### src/rtl/dawn_pkg.sv
// ============================================================================
// dawn_pkg: shared status codes, register-ID sentinel and write-back FSM states
// Revision: 1.0
// ============================================================================
`default_nettype none

package dawn_pkg;

   localparam logic [2:0] STAT_AOK = 3'd1;
   localparam logic [2:0] STAT_HLT = 3'd2;
   localparam logic [2:0] STAT_ADR = 3'd3;
   localparam logic [2:0] STAT_INS = 3'd4;

   localparam logic [3:0] REG_NONE = 4'hF;

   typedef enum logic [1:0] {
      WB_RUN    = 2'd0,
      WB_HALTED = 2'd1,
      WB_FAULT  = 2'd2
   } wb_state_t;

   // Any status code outside the architectural set is an illegal instruction.
   function automatic logic [2:0] norm_stat(input logic [2:0] s);
      case (s)
         STAT_AOK, STAT_HLT, STAT_ADR, STAT_INS: norm_stat = s;
         default:                                norm_stat = STAT_INS;
      endcase
   endfunction

endpackage

`default_nettype wire

### src/rtl/writeback_unit.sv
// ============================================================================
// writeback_unit: W pipeline register, register-file write ports, halt FSM
// and retired-instruction counter. Optional bypass outputs under WB_FWD_EN.
// Revision: 1.0
// ============================================================================
`default_nettype none

module writeback_unit
   import dawn_pkg::*;
(
   input  logic        clk_i,
   input  logic        rst_n_i,
   input  logic        m_valid_i,
   output logic        m_ready_o,
   input  logic [2:0]  m_stat_i,
   input  logic [3:0]  m_dstE_i,
   input  logic [3:0]  m_dstM_i,
   input  logic [63:0] m_valE_i,
   input  logic [63:0] m_valM_i,
   output logic [3:0]  dstA_o,
   output logic [3:0]  dstB_o,
   output logic [63:0] dstA_data_o,
   output logic [63:0] dstB_data_o,
   output logic [2:0]  stat_o,
   output logic        halt_o,
   output logic [31:0] retired_o,
   output logic [3:0]  fwd_dstE_o,
   output logic [3:0]  fwd_dstM_o,
   output logic [63:0] fwd_valE_o,
   output logic [63:0] fwd_valM_o
);

   wb_state_t   r_state;
   wb_state_t   w_state_nxt;
   logic        w_latch_fault;

   logic        r_w_valid;
   logic [2:0]  r_w_stat;
   logic [3:0]  r_w_dste;
   logic [3:0]  r_w_dstm;
   logic [63:0] r_w_vale;
   logic [63:0] r_w_valm;
   logic [2:0]  r_fault_stat;
   logic [31:0] r_retired;

   logic        w_xfer;
   logic        w_wr_en;
   logic        w_collide;
   logic [3:0]  w_dsta;
   logic [3:0]  w_dstb;
   logic [63:0] w_dsta_data;
   logic [63:0] w_dstb_data;

   assign m_ready_o = (r_state == WB_RUN);
   assign w_xfer    = m_valid_i && m_ready_o;

   always_ff @(posedge clk_i) begin
      if (!rst_n_i) begin
         r_w_valid <= 1'b0;
         r_w_stat  <= STAT_AOK;
         r_w_dste  <= REG_NONE;
         r_w_dstm  <= REG_NONE;
         r_w_vale  <= '0;
         r_w_valm  <= '0;
      end else begin
         r_w_valid <= w_xfer;
         if (w_xfer) begin
            r_w_stat <= norm_stat(m_stat_i);
            r_w_dste <= m_dstE_i;
            r_w_dstm <= m_dstM_i;
            r_w_vale <= m_valE_i;
            r_w_valm <= m_valM_i;
         end
      end
   end

   always_ff @(posedge clk_i) begin
      if (!rst_n_i) begin
         r_state      <= WB_RUN;
         r_fault_stat <= STAT_AOK;
      end else begin
         r_state <= w_state_nxt;
         if (w_latch_fault) begin
            r_fault_stat <= r_w_stat;
         end
      end
   end

   always_comb begin
      w_state_nxt   = r_state;
      w_latch_fault = 1'b0;
      case (r_state)
         WB_RUN: begin
            if (r_w_valid) begin
               if (r_w_stat == STAT_HLT) begin
                  w_state_nxt = WB_HALTED;
               end else if ((r_w_stat == STAT_ADR) || (r_w_stat == STAT_INS)) begin
                  w_state_nxt   = WB_FAULT;
                  w_latch_fault = 1'b1;
               end
            end
         end
         default: w_state_nxt = r_state;
      endcase
   end

   always_comb begin
      stat_o = STAT_AOK;
      halt_o = 1'b0;
      case (r_state)
         WB_HALTED: begin
            stat_o = STAT_HLT;
            halt_o = 1'b1;
         end
         WB_FAULT: begin
            stat_o = r_fault_stat;
            halt_o = 1'b1;
         end
         default: begin
            stat_o = STAT_AOK;
            halt_o = 1'b0;
         end
      endcase
   end

   // The RUN term squashes anything that slipped into W behind a terminating
   // instruction during the single cycle before the FSM leaves RUN.
   assign w_wr_en   = r_w_valid && (r_w_stat == STAT_AOK) && (r_state == WB_RUN);
   assign w_collide = (r_w_dste == r_w_dstm) && (r_w_dste != REG_NONE);

   assign w_dsta      = (w_wr_en && !w_collide) ? r_w_dste : REG_NONE;
   assign w_dsta_data = w_wr_en ? r_w_vale : '0;
   assign w_dstb      = w_wr_en ? r_w_dstm : REG_NONE;
   assign w_dstb_data = w_wr_en ? r_w_valm : '0;

   assign dstA_o      = w_dsta;
   assign dstA_data_o = w_dsta_data;
   assign dstB_o      = w_dstb;
   assign dstB_data_o = w_dstb_data;

   always_ff @(posedge clk_i) begin
      if (!rst_n_i) begin
         r_retired <= '0;
      end else if (w_wr_en) begin
         r_retired <= r_retired + 32'd1;
      end
   end

   assign retired_o = r_retired;

`ifdef WB_FWD_EN
   assign fwd_dstE_o = w_dsta;
   assign fwd_valE_o = w_dsta_data;
   assign fwd_dstM_o = w_dstb;
   assign fwd_valM_o = w_dstb_data;
`else
   assign fwd_dstE_o = REG_NONE;
   assign fwd_valE_o = '0;
   assign fwd_dstM_o = REG_NONE;
   assign fwd_valM_o = '0;
`endif

endmodule

`default_nettype wire

### config.mk
export PLATFORM = sky130hd
export DESIGN_NAME = writeback_unit
export DESIGN_NICKNAME = d
export VERILOG_FILES = /design/src/rtl/dawn_pkg.sv /design/src/rtl/writeback_unit.sv
export SDC_FILE = /design/constraint.sdc
export NUM_CORES = 1
export LEC_CHECK = 0
export ABC_AREA = 1
export CAP_MARGIN = 30
export CORE_AREA = 2 2 175 177
export CTS_BUF_LIST = sky130_fd_sc_hd__clkbuf_8 sky130_fd_sc_hd__clkbuf_16
export DETAILED_ROUTE_END_ITERATION = 10
export DIE_AREA = 0 0 177 179
export GPL_ROUTABILITY_DRIVEN = 0
export PLACE_DENSITY_LB_ADDON = 0.12
export SYNTH_ARGS = -nofsm -noshare
export SYNTH_HDL_FRONTEND = slang
export SYNTH_SLANG_ARGS = --single-unit
### constraint.sdc
create_clock -name clk_i -period 1.7 [get_ports clk_i]
set_input_delay 0.255 -clock clk_i [delete_from_list [all_inputs] [get_ports clk_i]]
set_output_delay 0.255 -clock clk_i [all_outputs]
set_load 0.01 [all_outputs]
After elaboration in Yosys (flattened, before gate mapping)
Index checks and enable logic that the tools add are counted.
{"block": "op_classes", "n_shift": 0, "magnitude_cmp": 0, "muxes": 13, "n_mul": 0, "n_eq_ne": 12, "addsub": 1, "div_mod_pow": 0, "n_bitwise": 0, "reduce_logical": 12}
{"operator": "64-bit two-way mux", "count": 2}
{"operator": "32-bit by 1-bit adder with 32-bit output (second input constant)", "count": 1}
{"operator": "3-bit by 2-bit == test with 1-bit output (second input constant)", "count": 4}
{"operator": "4-bit two-way mux", "count": 2}
{"operator": "3-bit by 1-bit == test with 1-bit output (second input constant)", "count": 2}
{"operator": "3-bit == test (second input constant)", "count": 2}
{"operator": "3-bit one-hot mux with 2 select lines", "count": 1}
{"operator": "1-bit logical AND", "count": 5}
{"operator": "1-bit two-way mux", "count": 5}
{"operator": "4-bit == test", "count": 1}
{"operator": "2-bit two-way mux", "count": 2}
{"operator": "4-bit inequality test (second input constant)", "count": 1}
{"operator": "4-bit OR reduction", "count": 1}
{"operator": "3-bit two-way mux", "count": 1}
{"operator": "3-bit AND reduction", "count": 1}
{"operator": "2-bit by 1-bit == test with 1-bit output (second input constant)", "count": 1}
{"operator": "2-bit == test (second input constant)", "count": 1}
{"operator": "2-bit logical NOT", "count": 1}
{"operator": "2-bit nonzero test", "count": 1}
{"operator": "2-bit OR reduction", "count": 1}
{"operator": "1-bit logical NOT", "count": 1}
{"operator": "1-bit logical OR", "count": 1}
{"block": "totals", "mem_bits_ro": 0, "register_bits": 177, "input_bits": 142, "output_inout_bits": 309, "ram_bits": 0, "memories": 0, "latch_bits": 0}

Logic depth before layout (Yosys ltp)
Gate-level depths: netlist of run 1.
{"block": "depth", "ltp_word": 6, "ltp_mapped": 11, "ltp_nobuf": 11}

Least setup slack after synthesis of run 1
Ideal clock, no wire load.
{"block": "synth_timing", "kind": "register -> output", "from": "register r_state[0]", "to": "output dstA_data_o[56]", "setup_slack_ps": -18, "arrival_time_ps": 1463, "n_path_buf": 2, "path_stages_with_launch": 9, "path_cell_list": "dfxtp_1 inv_1 ha_1 nand2_1 nor2_4 nand2_4 buf_2 buf_2 nor2_1"}
{"block": "synth_via", "elab_chain_len": 3}
{"item": "start, declared", "line_no": "writeback_unit.sv:33", "source": "wb_state_t r_state;"}
{"item": "start signal, assigned", "line_no": "writeback_unit.sv:82", "source": "r_state <= w_state_nxt;"}
{"item": "2-bit logical NOT"}
{"item": "via m_ready_o", "line_no": "writeback_unit.sv:14", "source": "output logic m_ready_o,"}
{"item": "1-bit logical AND", "line_no": "writeback_unit.sv:128", "source": "assign w_wr_en = r_w_valid && (r_w_stat == STAT_AOK) && (r_state == WB_RUN);"}
{"item": "64-bit two-way mux", "line_no": "writeback_unit.sv:132", "source": "assign w_dsta_data = w_wr_en ? r_w_vale : '0;"}
{"item": "end, declared", "line_no": "writeback_unit.sv:22", "source": "output logic [63:0] dstA_data_o,"}
The timed path passes the listed nets, and every way through them passes these cells.

Worst setup path after layout of run 1
{"block": "layout_timing", "from": "register r_state[1]", "to": "output dstB_data_o[52]"}
{"block": "layout_via", "elab_chain_len": 3}
{"item": "2-bit logical NOT", "line_no": "writeback_unit.sv:128"}
{"item": "1-bit logical AND", "line_no": "writeback_unit.sv:128"}
{"item": "64-bit two-way mux", "line_no": "writeback_unit.sv:134", "source": "assign w_dstb_data = w_wr_en ? r_w_valm : '0;"}
{"item": "end, declared", "line_no": "writeback_unit.sv:23", "source": "output logic [63:0] dstB_data_o,"}
Every way passes these cells.

==> results.txt, run 1 <==
status: finished, violations left
failing checks: negative setup slack
Design Area, Final: 13,820 um^2
via/cell ratio: 4.251
Core ar.: 30,030 um^2
first-pass GRT wire length: 41,580 um
post-synthesis cell type count: 39
Async SR Flop Fraction: 0%
Reg clk slew, reported paths: 0.08 ns
synthesized area: 8731 um^2
Max Cap Viol: 0
Top Ports: 451
DP HPWL: 20,670 um
xor and xnor area share after synthesis: 0.3009%
# rows: 64
largest family of logic cells by synthesized area: buffers and inverters
Setup CP Type: reg -> out
drt drc: 0
Tcrit/Tclk final: 132.1%
DR WL/cell: 14.83 um
CTS Sinks: 177
Final setup viols: 289
Synth Warn #: 0
area grow syn2layout: 58.24%
Post-Syn Area per Cell: 7.081 um^2
dpl cells: 1,934
CP endpoint kind: output pin
share of cells above drive strength 1: 26.38%
CTS hold repair buffers: 0
IO Port Bufs: 314
Data arrival, critical path: 1.99 ns
Clock Root Buffer: clkbuf_16
Worst Hold Slack: 0.2849 ns
grt ovf: 0
power density cells: 757.6 nW/um^2
Initial DRC Count: 374
Min-Delay Path Class: in -> reg
Peak Freq: 0.4453 GHz
final WL: 29,790 um
most common flop cell mapped by yosys: dfxtp_1
Worst VDD drop: 550.2 uV
worst-path fanout max: 7
Num CTS Buffers: 17
post-synth top area share: 40.58%
commonest cells after routing, fill and taps aside: inv_1 (181), dfxtp_1 (175), clkdlybuf4s50_1 (173)
TritonCTS clock tree: done
Vert. Die Dim: 179 um
RSZ-0062 raised after global routing: yes
largest net degree at the start of global routing: 63
placed inst area: 12,190 um^2
most common cell after layout, fill and taps aside: inv_1
cell count after synthesis: 1,233
Yosys reg bits: 177
PnR worst setup slack: -0.5458 ns
area share of and/or/nand/nor cells after synthesis: 17.51%
# H-tree levels: 4
Yosys top cell by area: dfxtp_1
number of synthesized flops with an enable pin: 0
clk_skew: 0.01534 ns
count of final hold-check violations: 0
Synth Area in Compound Gates: 17.87%
Max-slew headroom: 60.89%
adder-cell share of the synthesized area: 0.5732%
mux cell area share after synthesis: 0%
Longest Clk Path Bufs: 2
Die X: 177 um
Slew @ Worst Pin: 0.5867 ns
post-route insts no fill: 2,009
Die ar.: 31,680 um^2
crit start category: flop
Leak: 5.900 nW
Total Routing Usage GR: 16.92%
Final #Nets: 1,744
Starting Density: 29.08%
DR vias: 8,541
Slew Viols, Final: 0
Clock Latency Late Sink: 0.44 ns
vias in the first global route: 7,642
sequential area share after synthesis: 40.58%
initial antenna violation count: 2
Post-DRT Antenna Nets: 0
required time worst endpoint: 1.44 ns
crit path time final: 2.246 ns
drt pass-1 iters: 5
top post-synthesis cells by area: dfxtp_1 (41%), buf_4 (12%), a21oi_1 (8.3%), nor2_1 (8.2%), o21ai_0 (8.1%)
## cell families (layout without fill, tap and decap cells)
| group | after synthesis | count (layout) |
|---|---|---|
| and+or+nand+nor | 356 | 356 |
| buffers and inverters | 387 | 631 |
| xor gates and xnor gates | 3 | 3 |
| adders and majority gates | 4 | 4 |
| DFF | 177 | 177 |
| other | 2 | 138 |
| AOI/OAI and AO/OA | 304 | 304 |
## area by class of cell
cell class              instances  area, um^2
fillers                      3064       16210
clock buffers                  18       439.2
flip-flops and latches        177        3546
clock inverters                14       142.6
multi-input cells             803        4395
well taps                     396       495.5
inverters                     186       703.2
diodes                          2       5.005
repair buffers                413        4089
## through the flow
step	setup TNS [ns]	worst slack (ns)	power, mW	util [%]
final	-77.58	-0.5458	10.47	46.01
after global routing	-104.25	-0.6139	11.00	46.01
after CTS	-78.83	-0.7628	10.37	43.21
after detailed placement	-45.74	-0.4153	6.255	40.58
after global placement	-44.82	-0.4230	6.245	40.58
after floorplan	0	0.02107	5.640	-
## state kept, by name, summed over array words and instances, names as in the netlist
register      count
r_w_stat          3
retired_o        32
r_w_valid         1
r_state           2
r_w_vale         64
r_w_dstm          4
r_fault_stat      3
r_w_dste          4
r_w_valm         64
## where the power goes
group	total [mW]	internal, mW	leakage (nW)	switching, mW
logic	2.06	0.947	4.16	1.11
clock network	3.93	1.99	0.276	1.94
registers	4.48	4.41	1.46	0.0733
## Yosys cell counts (2+ instances only)
cell,n
nand2_1,95
and3_1,2
o211ai_1,8
buf_1,4
o21ai_1,2
nor2_4,6
o21ai_0,141
buf_4,137
ha_1,4
o22ai_1,2
a21oi_1,145
inv_1,184
nor2_1,190
clkbuf_1,32
inv_2,2
nand4_1,9
dfxtp_1,177
nand2_2,4
nand3_1,26
buf_6,2
o21bai_1,2
nor2_2,8
conb_1,2
nor3_1,6
buf_2,26
xor2_1,2
nand3_2,3
## critical path, cell delays in order (launching register included)
cell and delay (ns):
dfxtp_2 0.35, inv_2 0.08, ha_4 0.14, nand2_4 0.05, nor2_4 0.17, nand2_8 0.11
buf_6 0.15, buf_6 0.13, buf_16 0.15, nor2_4 0.11, buf_6 0.12
## metal layers
layer,part of all wire [%],GRT usage [%],up-vias
met5,0,0,-
met4,2.0,5.716,0
met3,6.5,4.601,35
met2,50,29.17,285
met1,42,20.27,3896
li1,-,-,4325
## worst paths after layout
check	startpoint	to	slack (ns)	cells past startpoint
setup reg to reg	r_state[1]	retired_o[28]	-0.35	13
hold reg to reg	r_w_valm[2]	r_w_valm[2]	0.46	2
setup / recovery	r_state[1]	dstB_data_o[52]	-0.55	10
hold / removal	rst_n_i	r_fault_stat[0]	0.28	3
## timing repair
item | CTS | global route
gates cloned | 5 | 7
resized for setup | 441 | 393
buffers inserted | 13 | 20
endpoints found under the hold margin | 0 | 0
pin swaps | 4 | 18
setup endpoints to repair | 185 | 306
No activity file was read; power rests on OpenSTA's default activity.
==> inputs of run 2 (changes only) <==
- HOLD_SLACK_MARGIN: not set -> 0.03
==> results of run 2 <==
The final DEF is identical to that of run 1; final timing and power are the same.
